<file path="config.mk">
export PLATFORM = sky130hd
export DESIGN_NAME = serial_add_ctrl
export DESIGN_NICKNAME = d
export VERILOG_FILES = /design/src/rtl/serial_add_ctrl.sv
export SDC_FILE = /design/constraint.sdc
export NUM_CORES = 1
export LEC_CHECK = 0
export CAP_MARGIN = 0
export CELL_PAD_IN_SITES_DETAIL_PLACEMENT = 0
export CELL_PAD_IN_SITES_GLOBAL_PLACEMENT = 1
export CORE_MARGIN = 2
export CORE_UTILIZATION = 34
export DETAILED_ROUTE_END_ITERATION = 10
export PLACE_DENSITY_LB_ADDON = 0.3
export SLEW_MARGIN = 20
export SYNTH_ARGS = -nofsm -noshare
export SYNTH_HDL_FRONTEND = slang
export SYNTH_SLANG_ARGS = --single-unit
</file>
<file path="constraint.sdc">
create_clock -name clk -period 1.7 [get_ports clk]
set_input_delay 0.425 -clock clk [delete_from_list [all_inputs] [get_ports clk]]
set_output_delay 0.425 -clock clk [all_outputs]
set_load 0.01 [all_outputs]
</file>
<file path="src/rtl/serial_add_ctrl.sv">
// rtl/serial_add_ctrl.sv - bit-serial add/subtract controller around a one-bit full_adder cell

// One-bit full adder cell: the whole arithmetic datapath of the controller.
module full_adder (
  input  logic a,
  input  logic b,
  input  logic cin,
  output logic sum,
  output logic cout
);
  assign sum  = a ^ b ^ cin;
  assign cout = (a & b) | (cin & (a ^ b));
endmodule

module serial_add_ctrl #(
  parameter int WIDTH = 8
) (
  input  logic             clk,
  input  logic             rst_n,
  input  logic             start,
  input  logic             sub,
  input  logic [WIDTH-1:0] op_a,
  input  logic [WIDTH-1:0] op_b,
  output logic             ready,
  output logic             busy,
  output logic             done,
  output logic [WIDTH-1:0] result,
  output logic             cout,
  output logic             overflow
);
  localparam int CW = $clog2(WIDTH);

  typedef enum logic [1:0] {
    ST_IDLE = 2'd0,
    ST_RUN  = 2'd1,
    ST_DONE = 2'd2
  } state_t;

  state_t           state;
  state_t           state_nxt;
  logic [WIDTH-1:0] a_sh;
  logic [WIDTH-1:0] b_sh;
  logic             carry;
  logic [CW-1:0]    count;
  logic             fa_sum;
  logic             fa_cout;
  logic             last_bit;

  // Subtraction arrives pre-inverted in b_sh with carry seeded to 1, so the cell only ever adds.
  full_adder u_fa (
    .a    (a_sh[0]),
    .b    (b_sh[0]),
    .cin  (carry),
    .sum  (fa_sum),
    .cout (fa_cout)
  );

  assign last_bit = (count == CW'(WIDTH - 1));

  // Handshake flags decode straight from the state register.
  assign ready = (state == ST_IDLE);
  assign busy  = ~ready;
  assign done  = (state == ST_DONE);

  // State register.
  always_ff @(posedge clk or negedge rst_n) begin
    if (!rst_n) state <= ST_IDLE;
    else        state <= state_nxt;
  end

  // Next-state logic: accept in IDLE, run WIDTH bits, pulse DONE once.
  always_comb begin
    state_nxt = state;
    case (state)
      ST_IDLE: if (start)    state_nxt = ST_RUN;
      ST_RUN:  if (last_bit) state_nxt = ST_DONE;
      ST_DONE:               state_nxt = ST_IDLE;
      default:               state_nxt = ST_IDLE;
    endcase
  end

  // Operand shifters, carry, bit counter and result/flag registers.
  always_ff @(posedge clk or negedge rst_n) begin
    if (!rst_n) begin
      a_sh     <= '0;
      b_sh     <= '0;
      carry    <= 1'b0;
      count    <= '0;
      result   <= '0;
      cout     <= 1'b0;
      overflow <= 1'b0;
    end else begin
      case (state)
        ST_IDLE: begin
          if (start) begin
            a_sh     <= op_a;
            b_sh     <= sub ? ~op_b : op_b;
            carry    <= sub;
            count    <= '0;
            result   <= '0;
            cout     <= 1'b0;
            overflow <= 1'b0;
          end
        end
        ST_RUN: begin
          result <= {fa_sum, result[WIDTH-1:1]};
          a_sh   <= a_sh >> 1;
          b_sh   <= b_sh >> 1;
          carry  <= fa_cout;
          count  <= count + CW'(1);
          if (last_bit) begin
            // Signed overflow: carry into the sign bit differs from carry out of it.
            overflow <= carry ^ fa_cout;
            cout     <= fa_cout;
          end
        end
        default: ;
      endcase
    end
  end
endmodule
</file>
Word-level counts from Yosys, hierarchy flattened
Index checks and enable logic that the tools add are counted.
{"block": "totals", "ff_bits": 32, "input_bits": 20, "elab_cells": 46}
{"block": "classes", "n_addsub": 1, "eq_ne": 5, "n_mux": 19, "bitwise": 8, "reduce_logical": 5}
{"operator": "8-bit case mux with 2 select lines", "n": 3}
{"operator": "8-bit 2-to-1 mux", "n": 4}
{"operator": "8-bit NOT", "n": 1}
{"operator": "1-bit case mux with 2 select lines", "n": 3}
{"operator": "3-bit case mux with 2 select lines", "n": 1}
{"operator": "1-bit 2-to-1 mux", "n": 4}
{"operator": "2-bit 2-to-1 mux", "n": 2}
{"operator": "2-bit inequality test (second input constant)", "n": 2}
{"operator": "2-bit case mux with 2 select lines", "n": 1}
{"operator": "2-bit AND reduction", "n": 2}
{"operator": "3-bit by 1-bit adder with 3-bit output (second input constant)", "n": 1}
{"operator": "3-bit == test (second input constant)", "n": 1}
{"operator": "3-bit 2-to-1 mux", "n": 1}
{"operator": "3-bit AND reduction", "n": 1}
{"operator": "1-bit XOR", "n": 3}
{"operator": "1-bit AND", "n": 2}
{"operator": "2-bit by 1-bit == test with 1-bit output (second input constant)", "n": 1}
{"operator": "2-bit == test (second input constant)", "n": 1}
{"operator": "2-bit zero test", "n": 1}
{"operator": "2-bit nonzero test", "n": 1}
{"operator": "1-bit NOT", "n": 1}
{"operator": "1-bit OR", "n": 1}

Depth between registers and ports, before layout
{"block": "logic_depth", "word_depth": 6, "mapped_depth": 5, "ltp_nobuf": 5}

By module
From an unflattened synthesis, not the netlist that was laid out.
{"block": "hier_totals", "cells_unflattened": 135, "hier_area_um2": 1503.9}
{"mod": "serial_add_ctrl", "n_inst": 1, "cells_per_inst": 134, "area_each_um2": 1483.9, "seq_area_each_um2": 800.8}
{"mod": "full_adder", "n_inst": 1, "cells_per_inst": 1, "area_each_um2": 20.0, "seq_area_each_um2": 0.0}

Worst setup path before layout
OpenSTA, ideal clock, no wires.
{"block": "synth_path", "path_kind": "register to register", "from": "reg carry", "to": "reg overflow", "t_arrival_ns": 1.335, "t_required_ns": 1.574, "path_slack_ns": 0.239, "path_stages_with_launch": 4, "n_path_buf": 0, "synth_period_minus_slack_ns": 1.461, "path_cell_list": "dfrtp_1 -> fa_1 -> xor2_1 -> a221o_1"}
{"block": "synth_between", "elab_chain_cells": 5}
{"element": "start, declared", "line": "43", "rtl": "logic carry;"}
{"element": "start signal, assigned", "line": "98", "rtl": "carry <= sub;"}
{"element": "start signal, assigned", "line": "109", "rtl": "carry <= fa_cout;"}
{"element": "1-bit AND", "line": "12", "rtl": "assign cout = (a & b) | (cin & (a ^ b));"}
{"element": "1-bit OR", "line": "12"}
{"element": "1-bit XOR *", "line": "113", "rtl": "overflow <= carry ^ fa_cout;"}
{"element": "1-bit 2-to-1 mux *", "line": "111", "rtl": "if (last_bit) begin"}
{"element": "1-bit case mux with 2 select lines *", "line": "93", "rtl": "case (state)"}
{"element": "end signal, assigned", "line": "113"}
{"element": "end, declared", "line": "29", "rtl": "output logic overflow"}
Every way passes the cells marked *; elsewhere a longest branch is shown, timed or not. The select of a mux whose other input is x is not followed.
A chain may end at the register's enable or synchronous reset.

Final worst setup path
{"block": "layout_path", "from": "reg result[4]", "to": "out result[4]"}
{"element": "start, declared", "line": "27", "rtl": "output logic [WIDTH-1:0] result,"}
{"element": "start signal, assigned", "line": "106", "rtl": "result <= {fa_sum, result[WIDTH-1:1]};"}
No word-level cell between the ends.

==> summary.txt <==
Detailed routing
  • 1st-iter DRT viols: 64
  • Vias: roughly 1200
  • DRT Wirelength: roughly 3300 microns
  • 1st-pass router iterations: 5
  • DR DRC count: 0
  • Antenna viol nets, final: 0
  • Vias/cell: about 5.0
  • Routed length per placed instance: approximately 14 microns

Logic synthesis
  • Mapped Cells: between 100 and 150
  • Synth Net Count: around 160
  • Async SR Flop Fraction: 100%
  • Synth area leader: dfrtp_1
  • #FFs+latches synth: 32
  • Post-synth top flop: dfrtp_1
  • Cell area after synthesis: between 1500 and 2000 sq um
  • Top cells by area, synth: dfrtp_1 53%, a22o_1 6.4%, mux2i_1 5.3%, xnor2_1 4.1%, a221o_1 3.3%
  • Register area share after synthesis: a little over half
  • Netlist cell types: 29
  • Yosys warnings: 0
  • Top cell type's share of synthesized area: approximately 53%
  • Avg Inst Size Synth: ~11 sq um
  • Post-synth EDFFs: 0

Place
  • RD Place Congestion: roughly 0.78
  • Final HPWL DP: about 2500 microns
  • Post-placement cell count: 221
  • PortBufs: 32

Critical path
  • Critical Path Slowest Stage Cell: clkdlybuf4s50_1
  • Critical path buffers and inverters: 1
  • Setup crit end kind: output port
  • Arrival time at the worst endpoint: 1220 ps
  • CP Cell Sequence: clkdlybuf4s50_1
  • Startpoint types: flop
  • Kind of critical path: flop to output port
  • Crit-path max cell delay: approximately 550 ps
  • Max FO, Critical Path: 3
  • Delay-heaviest family, CP: buffers and inverters
  • Critical Path RT: ~1300 ps

Clock tree
  • H-tree levels: 2
  • CTS Hold Bufs: 0
  • CTS Buf Count: 5
  • Clk buf depth: 2
  • CTS root buffer: clkbuf_8
  • Clk slew on worst S/H paths: around 70 ps
  • Clk_lat worst skew: ~280 ps
  • # clock sinks: 32
  • TritonCTS clock tree: built

Outcome
  • Status: completed

GRT
  • First-pass GRT wire length: just under 6000 microns
  • Vias in the first global route: 1229
  • Gr ovfl total: 0
  • Initial antenna violation count: 0
  • GRT Total Usage: around 15%
  • Largest net degree at the start of global routing: 33

Finish
  • Number of fill cells in the layout: 415
  • Nets: 201
  • Layout cells sized above 1: 16.8%
  • Non-Filler Instances: 231
  • Number of inserted diodes: 0
  • Layout area overhead: 37.0%

Power
  • Leak Pwr: 0.954 nW
  • Pwr dens: ~1600 nW/um^2
  • Peak VDD IR: approximately 0.00052 V

STA
  • Final setup fails: 0
  • Normalized max-slew margin: between 70 and 80%
  • Post-layout min period: 1650 ps
  • Fmax: around 610 MHz
  • Final hold slack: 484 ps
  • Final Max Tran Viols: 0
  • RSZ-0062 raised after global routing: false
  • Skew final: 2.02 ps
  • Fin Setup TNS: 0 ps
  • Fin crit share: between 90% and 100%
  • Final-report hold violation count: 0
  • Slew @ Worst Pin: between 400 and 500 ps

Die
  • Die Ht: 70.4 microns
  • Initial Utilization: a little over a third
  • Die X: ~70 microns
  • Core region area: about 4300 sq um
  • Top Ports: 33
  • Die area: 4960 sq um
  • Site Rows: 24

Min path
  • HP Class: flop to flop

Run
  • Number of max-cap violations: 0
[placed cells by master (no fill, tap or decap), types with 3 or more instances in the layout]
cell / count
o32ai_1: 3
clkdlybuf4s50_1: 29
dfrtp_1: 32
o21ai_0: 10
nand2_1: 13
buf_4: 17
mux2i_1: 8
o211ai_1: 3
clkbuf_8: 6
inv_1: 5
xnor2_1: 7
a221o_1: 5
a22oi_1: 3
a22o_1: 11
[report_power, final]
part | total (mW) | internal [mW] | switching [mW]
Clock | 0.600 | 0.323 | 0.278
Combinational | 1.39 | 0.773 | 0.620
Sequential | 1.30 | 1.07 | 0.223
[kinds of logic (layout without fill, tap and decap cells)]
logic type	Yosys count	in the layout	share of synthesized area (%)
mux	9	9	6.09
compound gates	40	40	19.7
buf+inv	15	62	4.59
flops	32	32	53.4
xor+xnor	9	9	5.25
fa+ha+maj	3	3	3.00
simple gates	24	24	8.01
[layer usage]
layer,track usage (%),vias to the layer above,wire length [microns]
met4,5.13,0,27
met3,5.34,2,157
met5,0,-,0
met1,19.8,564,1510
met2,23.5,30,1640
li1,-,566,-
[through the flow]
stage	instance area [sq um]	total power, mW	utilization [%]	setup WS (ps)
6_report	2060	3.29	47.9	52.7
2_1_floorplan	1500	2.11	-	239
3_3_place_gp	1950	2.63	45.5	-45.1
4_1_cts	2040	3.32	47.6	8.20
5_1_grt	2060	3.55	47.9	7.63
3_5_place_dp	1950	2.71	45.5	-66.9
[flip-flops by register name, summed over array words and instances, names as in the netlist]
| signal | flops |
|---|---|
| state | 2 |
| count | 3 |
| b_sh | 8 |
| a_sh | 8 |
| cout | 1 |
| result | 8 |
| overflow | 1 |
| carry | 1 |
[final timing paths]
| kind | startpoint | to | slack, ps | cells after the start |
|---|---|---|---|---|
| min reg2reg | a_sh[4] | a_sh[4] | 480 | 2 |
| min | a_sh[4] | a_sh[4] | 480 | 2 |
| max in group asynchronous | rst_n | result[1] | 850 | 2 |
| min in group asynchronous | rst_n | result[5] | 550 | 2 |
| max | result[4] | result[4] | 50 | 1 |
| max reg2reg | carry | overflow | 140 | 3 |
[cell type report]
cell class,count,area (sq um),area share [%]
timing repair buffer,49,442,21.5
sequential,32,801,39.0
clock inverter,2,10.0,0.487
tap,52,65.1,3.16
clock buffer,6,82.6,4.02
multi-input combinational,85,637,31.0
inverter,5,18.8,0.913
[cell usage after synthesis, types with 3 or more instances]
cell	number
dfrtp_1	32
nand2_1	13
a22o_1	11
o21ai_0	10
mux2i_1	8
xnor2_1	7
a221o_1	5
inv_1	5
buf_2	4
clkbuf_1	4
a22oi_1	3
nor2b_1	3
o211ai_1	3
o32ai_1	3
[repair_timing]
| item | CTS | global route |
|---|---|---|
| endpoints found under the hold margin | 0 | 0 |
| setup endpoints to repair | 3 | 3 |
| buffers inserted | 0 | 2 |
| resized for setup | 4 | 2 |
No activity file was read; power rests on OpenSTA's default activity.
